[config.mk]
export PLATFORM = sky130hd
export DESIGN_NAME = bcd_timer
export DESIGN_NICKNAME = d
export VERILOG_FILES = /design/src/rtl/bcd_timer.sv
export SDC_FILE = /design/constraint.sdc
export NUM_CORES = 1
export LEC_CHECK = 0
export BUFFER_PORTS_ARGS = -buffer_cell sky130_fd_sc_hd__buf_2
export CAP_MARGIN = 25
export CORE_AREA = 2 2 84 166
export CTS_BUF_LIST = sky130_fd_sc_hd__clkbuf_4 sky130_fd_sc_hd__clkbuf_8 sky130_fd_sc_hd__clkbuf_16
export DETAILED_ROUTE_END_ITERATION = 8
export DIE_AREA = 0 0 86 168
export GPL_TIMING_DRIVEN = 1
export HOLD_SLACK_MARGIN = 0.08
export PLACE_DENSITY_LB_ADDON = 0.08
export SLEW_MARGIN = 20
export SYNTH_ARGS = -nofsm -noshare
export SYNTH_HDL_FRONTEND = slang
export SYNTH_SLANG_ARGS = --single-unit
[constraint.sdc]
create_clock -name clk -period 11.4 [get_ports clk]
set_input_delay 0.57 -clock clk [delete_from_list [all_inputs] [get_ports clk]]
set_output_delay 0.57 -clock clk [all_outputs]
set_load 0.05 [all_outputs]
[src/rtl/bcd_timer.sv]
// Six-digit BCD stopwatch / countdown timer (HH:MM:SS).
// A prescaler divides clk down to one-second ticks. The hour modulus is configurable.
// The timer supports preload, up and down counting, and a lap-capture FIFO.
// The lap FIFO is a shift register with its head in entry 0, so lap_time comes
// straight from a flop.
module bcd_timer #(
    parameter int unsigned CLK_DIV    = 1,
    parameter int unsigned HOURS_WRAP = 24,
    parameter int unsigned LAP_DEPTH  = 4
) (
    input  logic                             clk,
    input  logic                             reset,
    input  logic                             start,
    input  logic                             stop,
    input  logic                             clear,
    input  logic                             load,
    input  logic [23:0]                      load_time,
    input  logic                             mode,
    input  logic                             lap,
    input  logic                             lap_rd,
    output logic [23:0]                      time_out,
    output logic                             running,
    output logic                             expired,
    output logic                             load_err,
    output logic                             lap_valid,
    output logic [23:0]                      lap_time,
    output logic [$clog2(LAP_DEPTH+1)-1:0]   lap_count,
    output logic                             lap_ovf
);

    localparam int unsigned PW = (CLK_DIV > 1) ? $clog2(CLK_DIV) : 1;
    localparam int unsigned CW = $clog2(LAP_DEPTH + 1);

    localparam logic [PW-1:0] PresLast  = PW'(CLK_DIV - 1);
    localparam logic [PW-1:0] PresOne   = PW'(1);
    localparam logic [7:0]    HourLast  = 8'(HOURS_WRAP - 1);
    localparam logic [7:0]    HourLimit = 8'(HOURS_WRAP);
    localparam logic [3:0]    WrapMsb   = 4'((HOURS_WRAP - 1) / 10);
    localparam logic [3:0]    WrapLsb   = 4'((HOURS_WRAP - 1) % 10);
    localparam logic [CW-1:0] CntFull   = CW'(LAP_DEPTH);
    localparam logic [CW-1:0] CntOne    = CW'(1);

    // ------------------------------------------------------------------
    // BCD helpers
    // ------------------------------------------------------------------

    // Binary value of a two-digit BCD hour field. Illegal digits still fit in 8 bits.
    function automatic logic [7:0] hour_value(input logic [3:0] msb, input logic [3:0] lsb);
        return ({4'd0, msb} * 8'd10) + {4'd0, lsb};
    endfunction

    function automatic logic load_legal(input logic [23:0] t);
        return (t[3:0]   <= 4'd9) &&
               (t[7:4]   <= 4'd5) &&
               (t[11:8]  <= 4'd9) &&
               (t[15:12] <= 4'd5) &&
               (t[19:16] <= 4'd9) &&
               (t[23:20] <= 4'd9) &&
               (hour_value(t[23:20], t[19:16]) < HourLimit);
    endfunction

    // Ripple-carry increment. The hour wraps from HOURS_WRAP-1 back to 00.
    function automatic logic [23:0] bcd_up(input logic [23:0] t);
        logic [3:0] h1, h0, m1, m0, s1, s0;
        {h1, h0, m1, m0, s1, s0} = t;
        if (s0 != 4'd9) begin
            s0 = s0 + 4'd1;
        end else begin
            s0 = 4'd0;
            if (s1 != 4'd5) begin
                s1 = s1 + 4'd1;
            end else begin
                s1 = 4'd0;
                if (m0 != 4'd9) begin
                    m0 = m0 + 4'd1;
                end else begin
                    m0 = 4'd0;
                    if (m1 != 4'd5) begin
                        m1 = m1 + 4'd1;
                    end else begin
                        m1 = 4'd0;
                        if (hour_value(h1, h0) == HourLast) begin
                            h1 = 4'd0;
                            h0 = 4'd0;
                        end else if (h0 != 4'd9) begin
                            h0 = h0 + 4'd1;
                        end else begin
                            h0 = 4'd0;
                            h1 = h1 + 4'd1;
                        end
                    end
                end
            end
        end
        return {h1, h0, m1, m0, s1, s0};
    endfunction

    // Ripple-borrow decrement. The hour borrows from 00 to HOURS_WRAP-1.
    function automatic logic [23:0] bcd_down(input logic [23:0] t);
        logic [3:0] h1, h0, m1, m0, s1, s0;
        {h1, h0, m1, m0, s1, s0} = t;
        if (s0 != 4'd0) begin
            s0 = s0 - 4'd1;
        end else begin
            s0 = 4'd9;
            if (s1 != 4'd0) begin
                s1 = s1 - 4'd1;
            end else begin
                s1 = 4'd5;
                if (m0 != 4'd0) begin
                    m0 = m0 - 4'd1;
                end else begin
                    m0 = 4'd9;
                    if (m1 != 4'd0) begin
                        m1 = m1 - 4'd1;
                    end else begin
                        m1 = 4'd5;
                        if ((h1 == 4'd0) && (h0 == 4'd0)) begin
                            h1 = WrapMsb;
                            h0 = WrapLsb;
                        end else if (h0 != 4'd0) begin
                            h0 = h0 - 4'd1;
                        end else begin
                            h0 = 4'd9;
                            h1 = h1 - 4'd1;
                        end
                    end
                end
            end
        end
        return {h1, h0, m1, m0, s1, s0};
    endfunction

    // ------------------------------------------------------------------
    // Timer core
    // ------------------------------------------------------------------

    logic [23:0]   time_q, time_d;
    logic          running_q, running_d;
    logic [PW-1:0] presc_q, presc_d;
    logic          expired_q, expired_d;
    logic          load_err_q, load_err_d;

    logic          tick;
    logic [23:0]   time_dec;
    logic [23:0]   time_adv;
    logic          running_adv;
    logic [PW-1:0] presc_adv;
    logic          expired_adv;

    assign tick     = running_q && (presc_q == PresLast);
    assign time_dec = bcd_down(time_q);

    // Free-running behaviour for a cycle with no effective control strobe.
    always_comb begin
        time_adv    = time_q;
        running_adv = running_q;
        presc_adv   = presc_q;
        expired_adv = 1'b0;
        if (tick) begin
            presc_adv = '0;
            if (mode) begin
                time_adv = time_dec;
                if (time_dec == 24'd0) begin
                    running_adv = 1'b0;
                    expired_adv = 1'b1;
                end
            end else begin
                time_adv = bcd_up(time_q);
            end
        end else if (running_q) begin
            presc_adv = presc_q + PresOne;
        end
    end

    // Control strobes in priority order: clear > load > stop > start.
    always_comb begin
        time_d     = time_q;
        running_d  = running_q;
        presc_d    = presc_q;
        expired_d  = 1'b0;
        load_err_d = 1'b0;
        if (clear) begin
            time_d    = '0;
            running_d = 1'b0;
            presc_d   = '0;
        end else if (load) begin
            if (load_legal(load_time)) begin
                time_d    = load_time;
                running_d = 1'b0;
                presc_d   = '0;
            end else begin
                // A rejected load consumes the cycle: time, prescaler and running all hold.
                load_err_d = 1'b1;
            end
        end else if (stop) begin
            running_d = 1'b0;
        end else if (start && !running_q) begin
            // A down-count cannot start from zero.
            if (!(mode && (time_q == 24'd0))) begin
                running_d = 1'b1;
                presc_d   = '0;
            end
        end else begin
            time_d    = time_adv;
            running_d = running_adv;
            presc_d   = presc_adv;
            expired_d = expired_adv;
        end
    end

    // Timer state registers.
    always_ff @(posedge clk or posedge reset) begin
        if (reset) begin
            time_q     <= '0;
            running_q  <= 1'b0;
            presc_q    <= '0;
            expired_q  <= 1'b0;
            load_err_q <= 1'b0;
        end else begin
            time_q     <= time_d;
            running_q  <= running_d;
            presc_q    <= presc_d;
            expired_q  <= expired_d;
            load_err_q <= load_err_d;
        end
    end

    // ------------------------------------------------------------------
    // Lap FIFO
    // ------------------------------------------------------------------
    // Entry 0 is the head. A pop shifts every entry down and fills the top with zero.
    // Entries at or above count are therefore always zero.

    logic [23:0]   fifo_q [LAP_DEPTH];
    logic [23:0]   fifo_d [LAP_DEPTH];
    logic [CW-1:0] count_q, count_d;
    logic          valid_q;
    logic          ovf_q, ovf_d;

    logic          full;
    logic          pop_ok;
    logic          push_ok;
    logic [CW-1:0] wr_idx;

    assign full    = (count_q == CntFull);
    assign pop_ok  = lap_rd && (count_q != '0);
    assign push_ok = lap && (!full || pop_ok);
    assign wr_idx  = pop_ok ? (count_q - CntOne) : count_q;

    // FIFO next state. A push captures time_q, the value visible in this cycle.
    always_comb begin
        fifo_d  = fifo_q;
        count_d = count_q;
        ovf_d   = ovf_q;
        if (clear) begin
            for (int unsigned i = 0; i < LAP_DEPTH; i++) begin
                fifo_d[i] = '0;
            end
            count_d = '0;
            ovf_d   = 1'b0;
        end else begin
            if (pop_ok) begin
                for (int unsigned i = 0; i + 1 < LAP_DEPTH; i++) begin
                    fifo_d[i] = fifo_q[i+1];
                end
                fifo_d[LAP_DEPTH-1] = '0;
            end
            if (push_ok) begin
                for (int unsigned i = 0; i < LAP_DEPTH; i++) begin
                    if (CW'(i) == wr_idx) begin
                        fifo_d[i] = time_q;
                    end
                end
            end
            if (lap && full && !pop_ok) begin
                ovf_d = 1'b1;
            end
            unique case ({push_ok, pop_ok})
                2'b10:   count_d = count_q + CntOne;
                2'b01:   count_d = count_q - CntOne;
                default: count_d = count_q;
            endcase
        end
    end

    // FIFO registers. lap_valid is kept as its own flop so every output is registered.
    always_ff @(posedge clk or posedge reset) begin
        if (reset) begin
            for (int unsigned i = 0; i < LAP_DEPTH; i++) begin
                fifo_q[i] <= '0;
            end
            count_q <= '0;
            valid_q <= 1'b0;
            ovf_q   <= 1'b0;
        end else begin
            for (int unsigned i = 0; i < LAP_DEPTH; i++) begin
                fifo_q[i] <= fifo_d[i];
            end
            count_q <= count_d;
            valid_q <= (count_d != '0);
            ovf_q   <= ovf_d;
        end
    end

    assign time_out  = time_q;
    assign running   = running_q;
    assign expired   = expired_q;
    assign load_err  = load_err_q;
    assign lap_valid = valid_q;
    assign lap_time  = fifo_q[0];
    assign lap_count = count_q;
    assign lap_ovf   = ovf_q;

endmodule

; After elaboration in Yosys (flattened, before gate mapping)
; Index checks and enable logic that the tools add are counted.
; W data, S select, Z words.
[op_classes]
add_sub_neg = 17
n_mul = 2
magnitude_cmp = 7
eq_ne = 22
n_mux = 89
n_bitwise = 1
reduce_logical = 44
[op_table]
columns = cell, count
row1 = $mux W96, 3
row2 = $mux W24, 11
row3 = $mux W4, 44
row4 = $logic_not A24 Y1, 2
row5 = $ne A4 B4 Y1 const B, 8
row6 = $mux W1, 28
row7 = $add A4 B1 Y4 const B, 6
row8 = $sub A4 B1 Y4 const B, 6
row9 = $reduce_bool A4 Y1, 5
row10 = $reduce_bool A5 Y1, 4
row11 = $add A8 B4 Y8, 2
row12 = $le A4 B4 Y1 const B, 4
row13 = $logic_and A1 B1 Y1, 14
row14 = $mul A4 B3 Y7 const B, 2
row15 = $ne A5 B5 Y1 const B, 2
row16 = $reduce_and A5 Y1, 2
row17 = $reduce_and A9 Y1, 1
row18 = $reduce_bool A3 Y1, 3
row19 = $eq A8 B5 Y1 const B, 1
row20 = $le A4 B3 Y1 const B, 2
row21 = $logic_not A4 Y1, 2
row22 = $lt A8 B5 Y1 const B, 1
row23 = $ne A4 B3 Y1 const B, 2
row24 = $reduce_and A4 Y1, 2
row25 = other kinds (21), 25
[totals]
regBits = 129
inputBits = 33
out_inout_bits = 56
word_cells = 199

; Logic depth before layout (Yosys ltp)
[logic_depth]
word_depth = 15
mapped_depth = 12
mapped_depth_nobuf = 11

; Least setup slack after synthesis
; No wires, ideal clock.
[synth_path]
kind = reg-to-reg
startpoint = register time_q[21], in the netlist time_out[21]
endpoint = register time_q[18], in the netlist time_out[18]
setup_time_ns = 0.122
arrival_time_ns = 3.141
t_required_ns = 11.278
setup_slack_ns = 8.137
path_stages_with_launch = 10
path_buffers = 0
synth_period_minus_slack_ns = 3.263
cell_sequence = dfrtp_1 ha_1 ha_1 fa_1 nand2b_1 nand4b_1 a311oi_2 nor2_1 a211o_1 a32o_1
[synth_via]
elab_chain_cells = 14
elab_cells_between_ends = 21
classes_between = add/sub (1) / mul (1) / eq/ne (1) / mux (16) / reduce/logical (2)
[synth_rtl]
columns = element, line_no
row1 = "start, declared", 138  ; logic [23:0] time_q, time_d;
row2 = "start signal, assigned", 221  ; time_q <= time_d;
row3 = $mul A4 B3 Y7, 49  ; return ({4'd0, msb} * 8'd10) + {4'd0, lsb};
row4 = $add A8 B4 Y8, 49
row5 = $eq A8 B5 Y1, 82  ; if (hour_value(h1, h0) == HourLast) begin
row6 = $mux W4, 82
row7 = $mux W4, 78  ; if (m1 != 4'd5) begin
row8 = $mux W4, 74  ; if (m0 != 4'd9) begin
row9 = $mux W4, 70  ; if (s1 != 4'd5) begin
row10 = $mux W4, 66  ; if (s0 != 4'd9) begin
row11 = $mux W24 *, 162  ; if (mode) begin
row12 = $mux W24 *, 160  ; if (tick) begin
row13 = $mux W24 *, 198  ; end else if (start && !running_q) begin
row14 = $mux W24 *, 196  ; end else if (stop) begin
row15 = $mux W24 *, 187  ; end else if (load) begin
row16 = $mux W24 *, 183  ; if (clear) begin
; Every way passes the cells marked *; elsewhere a longest branch is shown, timed or not. The select of a mux whose other input is x is not followed.
; A chain may end at the register's enable or synchronous reset.

; Worst setup path after layout
[layout_path]
startpoint = register count_q[0], in the netlist lap_count[0]
endpoint = register valid_q, in the netlist lap_valid
[layout_via]
elab_chain_cells = 8
elab_cells_between_ends = 13
classes_between = add/sub (2) / eq/ne (3) / mux (2) / reduce/logical (6)
[layout_rtl]
columns = element, line_no
row1 = "start, declared", 237  ; logic [CW-1:0] count_q, count_d;
row2 = "start signal, assigned", 300  ; count_q <= count_d;
row3 = $eq A3 B3 Y1 or $reduce_bool A3 Y1 (tied branches), "246, 247"
row4 = $logic_not A1 Y1 or $logic_and A1 B1 Y1 (tied branches), "248, 247"
row5 = $logic_or A1 B1 Y1, 248  ; assign push_ok = lap && (!full || pop_ok);
row6 = $logic_and A1 B1 Y1, 248
row7 = $eq A2 B1 Y1 or $eq A2 B2 Y1 (tied branches), 279  ; unique case ({push_ok, pop_ok})
row8 = $pmux W3 S2 *, 279
row9 = $mux W3 *, 256  ; if (clear) begin
row10 = via count_d[1], 237
row11 = $reduce_bool A3 Y1 *, 301  ; valid_q <= (count_d != '0);
row12 = "end signal, assigned", 301
row13 = "end, declared", 238  ; logic valid_q;
; Mark *: on every way through the listed nets, which the timed path passes. The rest lies on a longest branch.

==> results.sh <==
export IMPL_status="complete, no violations"
export IMPL_setup_viol=0
export IMPL_place_congestion=0.956
export IMPL_wl_per_cell_um=19.2
export IMPL_tritoncts="yes"
export IMPL_fin_tns_setup_ps=0
export IMPL_seqCellArea_um2=3230
export IMPL_insertion_delay_ps=420
export IMPL_cpMaxStageDelayCell="buf_4"
export IMPL_path_clk_slew_ps=60
export IMPL_synth_nets=1138
export IMPL_cts_hold_buf=0
export IMPL_synth_warning_count=0
export IMPL_maxSlewViolCount=0
export IMPL_layout_nets=1145
export IMPL_ioPinCount=89
export IMPL_final_hold_violation_count=0
export IMPL_vias=8157
export IMPL_worst_clock_skew_ps=10.6
export IMPL_ys_flop_type="dfrtp_1"
export IMPL_criticalPathCategory="reg -> reg"
export IMPL_ys_seq_area_share_pct=38.3
export IMPL_hpwl_um=15700
export IMPL_ys_types=81
export IMPL_drt_iter0_drc=702
export IMPL_synthCells=1076
export IMPL_cts_buffers=17
export IMPL_post_route_drc_count=0
export IMPL_worst_ep_arrival_time_ps=3990
export IMPL_finalPower_w=0.00158
export IMPL_start_util_pct=63.4
export IMPL_port_buffers=88
export IMPL_powerDensity_nw_per_um2=170
export IMPL_post_drt_via_cell_ratio=6.52
export IMPL_worst_path_max_fanout=98
export IMPL_min_path_type="in -> async"
export IMPL_fillers=1113
export IMPL_ctsHtreeMaxLevel=4
export IMPL_max_slew_margin_rel_pct=25.9
export IMPL_syn_area_per_cell_um2=7.82
export IMPL_drive_above_1_share_pct=14.8
export IMPL_grt_setup_unrepaired="false"
export IMPL_first_pass_iters=5
export IMPL_grt_antenna_before_repair=0
export IMPL_syn2layout_area_growth_pct=10.6
export IMPL_cpPeakStageDelay_ps=720
export IMPL_grt_max_degree=99
export IMPL_die_y_um=168
export IMPL_ys_seq_elements=129
export IMPL_netlist_area_um2=8420
export IMPL_dieArea_um2=14400
export IMPL_clock_sinks=129
export IMPL_maxCapViolations=0
export IMPL_drt_wl_total_um=24000
export IMPL_place_worst_setup_slack_ps=7790
export IMPL_synth_edf_count=0
export IMPL_endpoint_kind="flop"
export IMPL_grtUsageTotal_pct=34.2
export IMPL_grt_overflow_total=0
export IMPL_dieWidth_um=86
export IMPL_grt_pass1_wl_um=39000
export IMPL_cts_root_buf="clkbuf_16"
export IMPL_fin_ws_ps=7700
export IMPL_path_cells="inv_1 -> ha_1 -> nand2b_1 -> nand2_2 -> buf_4 -> inv_2 -> buf_4 -> ha_1 -> inv_1 -> nor2_1 -> a211oi_1 -> a211oi_1 -> or3_1"
export IMPL_fmax_mhz=271
export IMPL_worstPathRequired_ps=11690
export IMPL_irDropWorstVdd_mv=0.118
export IMPL_clk_path_buf_depth=2
export IMPL_grt_pass1_vias=7770
export IMPL_start_kind="flop"
export IMPL_period_share_pct=32.4
export IMPL_p_leak_nw=4.11
export IMPL_ant_nets=0
export IMPL_core_area_um2=13300
export IMPL_tightest_slew_ps=1100
export IMPL_synthArstFlopShare_pct=100
export IMPL_cts_setup_buffers=0
export IMPL_multi_input_area_um2=4580
export IMPL_ctsResizeCount=0
export IMPL_antenna_cells=0
export IMPL_period_minus_slack_ps=3700
export IMPL_std_cell_rows=60
Yosys cell counts, types with 5 or more instances:
| cell | count | area, um^2 |
|---|---|---|
| nor3b_1 | 9 | 67.6 |
| o21a_1 | 6 | 45.0 |
| nand4_1 | 12 | 75.1 |
| mux2i_1 | 8 | 80.1 |
| buf_4 | 26 | 195 |
| clkbuf_1 | 64 | 240 |
| o31ai_1 | 7 | 52.6 |
| a211oi_1 | 10 | 75.1 |
| nand3_1 | 14 | 70.1 |
| nor4_1 | 5 | 31.3 |
| and3_1 | 8 | 50.1 |
| nor2b_1 | 9 | 56.3 |
| buf_2 | 12 | 60.1 |
| nand2_1 | 169 | 634 |
| nor4b_1 | 5 | 43.8 |
| dfrtp_1 | 129 | 3230 |
| a31oi_1 | 22 | 138 |
| inv_1 | 29 | 109 |
| mux2_2 | 8 | 90.1 |
| nor2_1 | 147 | 552 |
| or3_1 | 7 | 43.8 |
| a21oi_1 | 186 | 931 |
| o211ai_1 | 10 | 75.1 |
| buf_1 | 8 | 30.0 |
| nor3_1 | 14 | 70.1 |
| ha_1 | 26 | 325 |
| o21ai_0 | 25 | 125 |
| o22ai_1 | 5 | 31.3 |
| o221ai_1 | 5 | 43.8 |
cell families (layout without fill, tap and decap cells):
kind of cell | Yosys count | after routing | synth area share (%)
flip-flops | 129 | 129 | 38.3
adder cells (fa/ha/maj) | 29 | 29 | 4.58
AND/OR/NAND/NOR | 426 | 426 | 22.9
buffers and inverters | 141 | 161 | 7.71
XOR/XNOR | 3 | 3 | 0.312
AO/OA/AOI/OAI | 330 | 330 | 23.8
multiplexers | 18 | 18 | 2.33
power breakdown:
part | switching, W | internal (W) | total [W]
Combinational | 0.000317 | 0.000127 | 0.000444
Sequential | 0.0000634 | 0.000487 | 0.000551
Clock | 0.000226 | 0.000358 | 0.000584
Total | 0.000606 | 0.000973 | 0.00158
flip-flops by register name, indices dropped and copies added, names as in the netlist:
signal,cells
lap_ovf,1
fifo_q,72
lap_count,3
time_out,24
presc_q,1
load_err,1
expired,1
running,1
lap_valid,1
lap_time,24
placed cells by master, fill, tap and decap left out, types with 10 or more instances in the layout:
cell	count
a21oi_1	183
nand2_1	168
nor2_1	147
dfrtp_1	129
buf_2	87
inv_1	28
ha_1	26
o21ai_0	25
a31oi_1	22
clkbuf_16	17
nor3_1	14
nand3_1	14
nand4_1	12
a211oi_1	10
o211ai_1	10
buf_4	10
worst max-delay path, delay by kind of cell, from the launching register on:
family	cells	cell delay, ps
adder cells (fa/ha/maj)	2	570
flip-flops	1	470
buffers and inverters	5	1440
AO/OA/AOI/OAI	2	310
AND/OR/NAND/NOR	4	700
routing by layer:
metal,vias to the layer above,wire (um),GRT usage [%]
li1,3769,-,-
met1,3936,8840,40.4
met2,368,12500,58.4
met3,84,1370,5.05
met4,0,1360,19.2
met5,-,0,0
final timing paths:
| kind | slack [ps] | cells past startpoint | from | to |
|---|---|---|---|---|
| worst max-delay path | 7700 | 13 | lap_count[0]$_DFF_PP0_ | lap_valid$_DFF_PP0_ |
| worst min-delay path | 240 | 2 | reset | lap_time[18]$_DFF_PP0_ |
| worst max register to register | 7700 | 13 | lap_count[0]$_DFF_PP0_ | lap_valid$_DFF_PP0_ |
| worst min register to register | 500 | 2 | lap_ovf$_DFFE_PP0P_ | lap_ovf$_DFFE_PP0P_ |
| max in group asynchronous | 9970 | 4 | reset | fifo_q[12]$_DFF_PP0_ |
| min in group clk | 420 | 3 | lap | lap_ovf$_DFFE_PP0P_ |
through the flow:
step	cells	util, %	hold WS [ps]	instance area [um^2]
detailed placement	1217	65.1	482	8650
CTS	1249	69.8	258	9280
floorplan	1076	-	490	8420
global route	1251	70.1	304	9320
finish	1251	70.1	237	9320
global placement	1216	64.9	471	8620
final cells by class:
class	instances	area share (%)
inverters	30	1.24
clock buffers	18	4.71
flip-flops and latches	129	34.7
clock inverters	14	2.06
well taps	155	2.08
multi-input cells	806	49.2
repair buffers	99	6.07
Power figures use the tool's default switching activity.
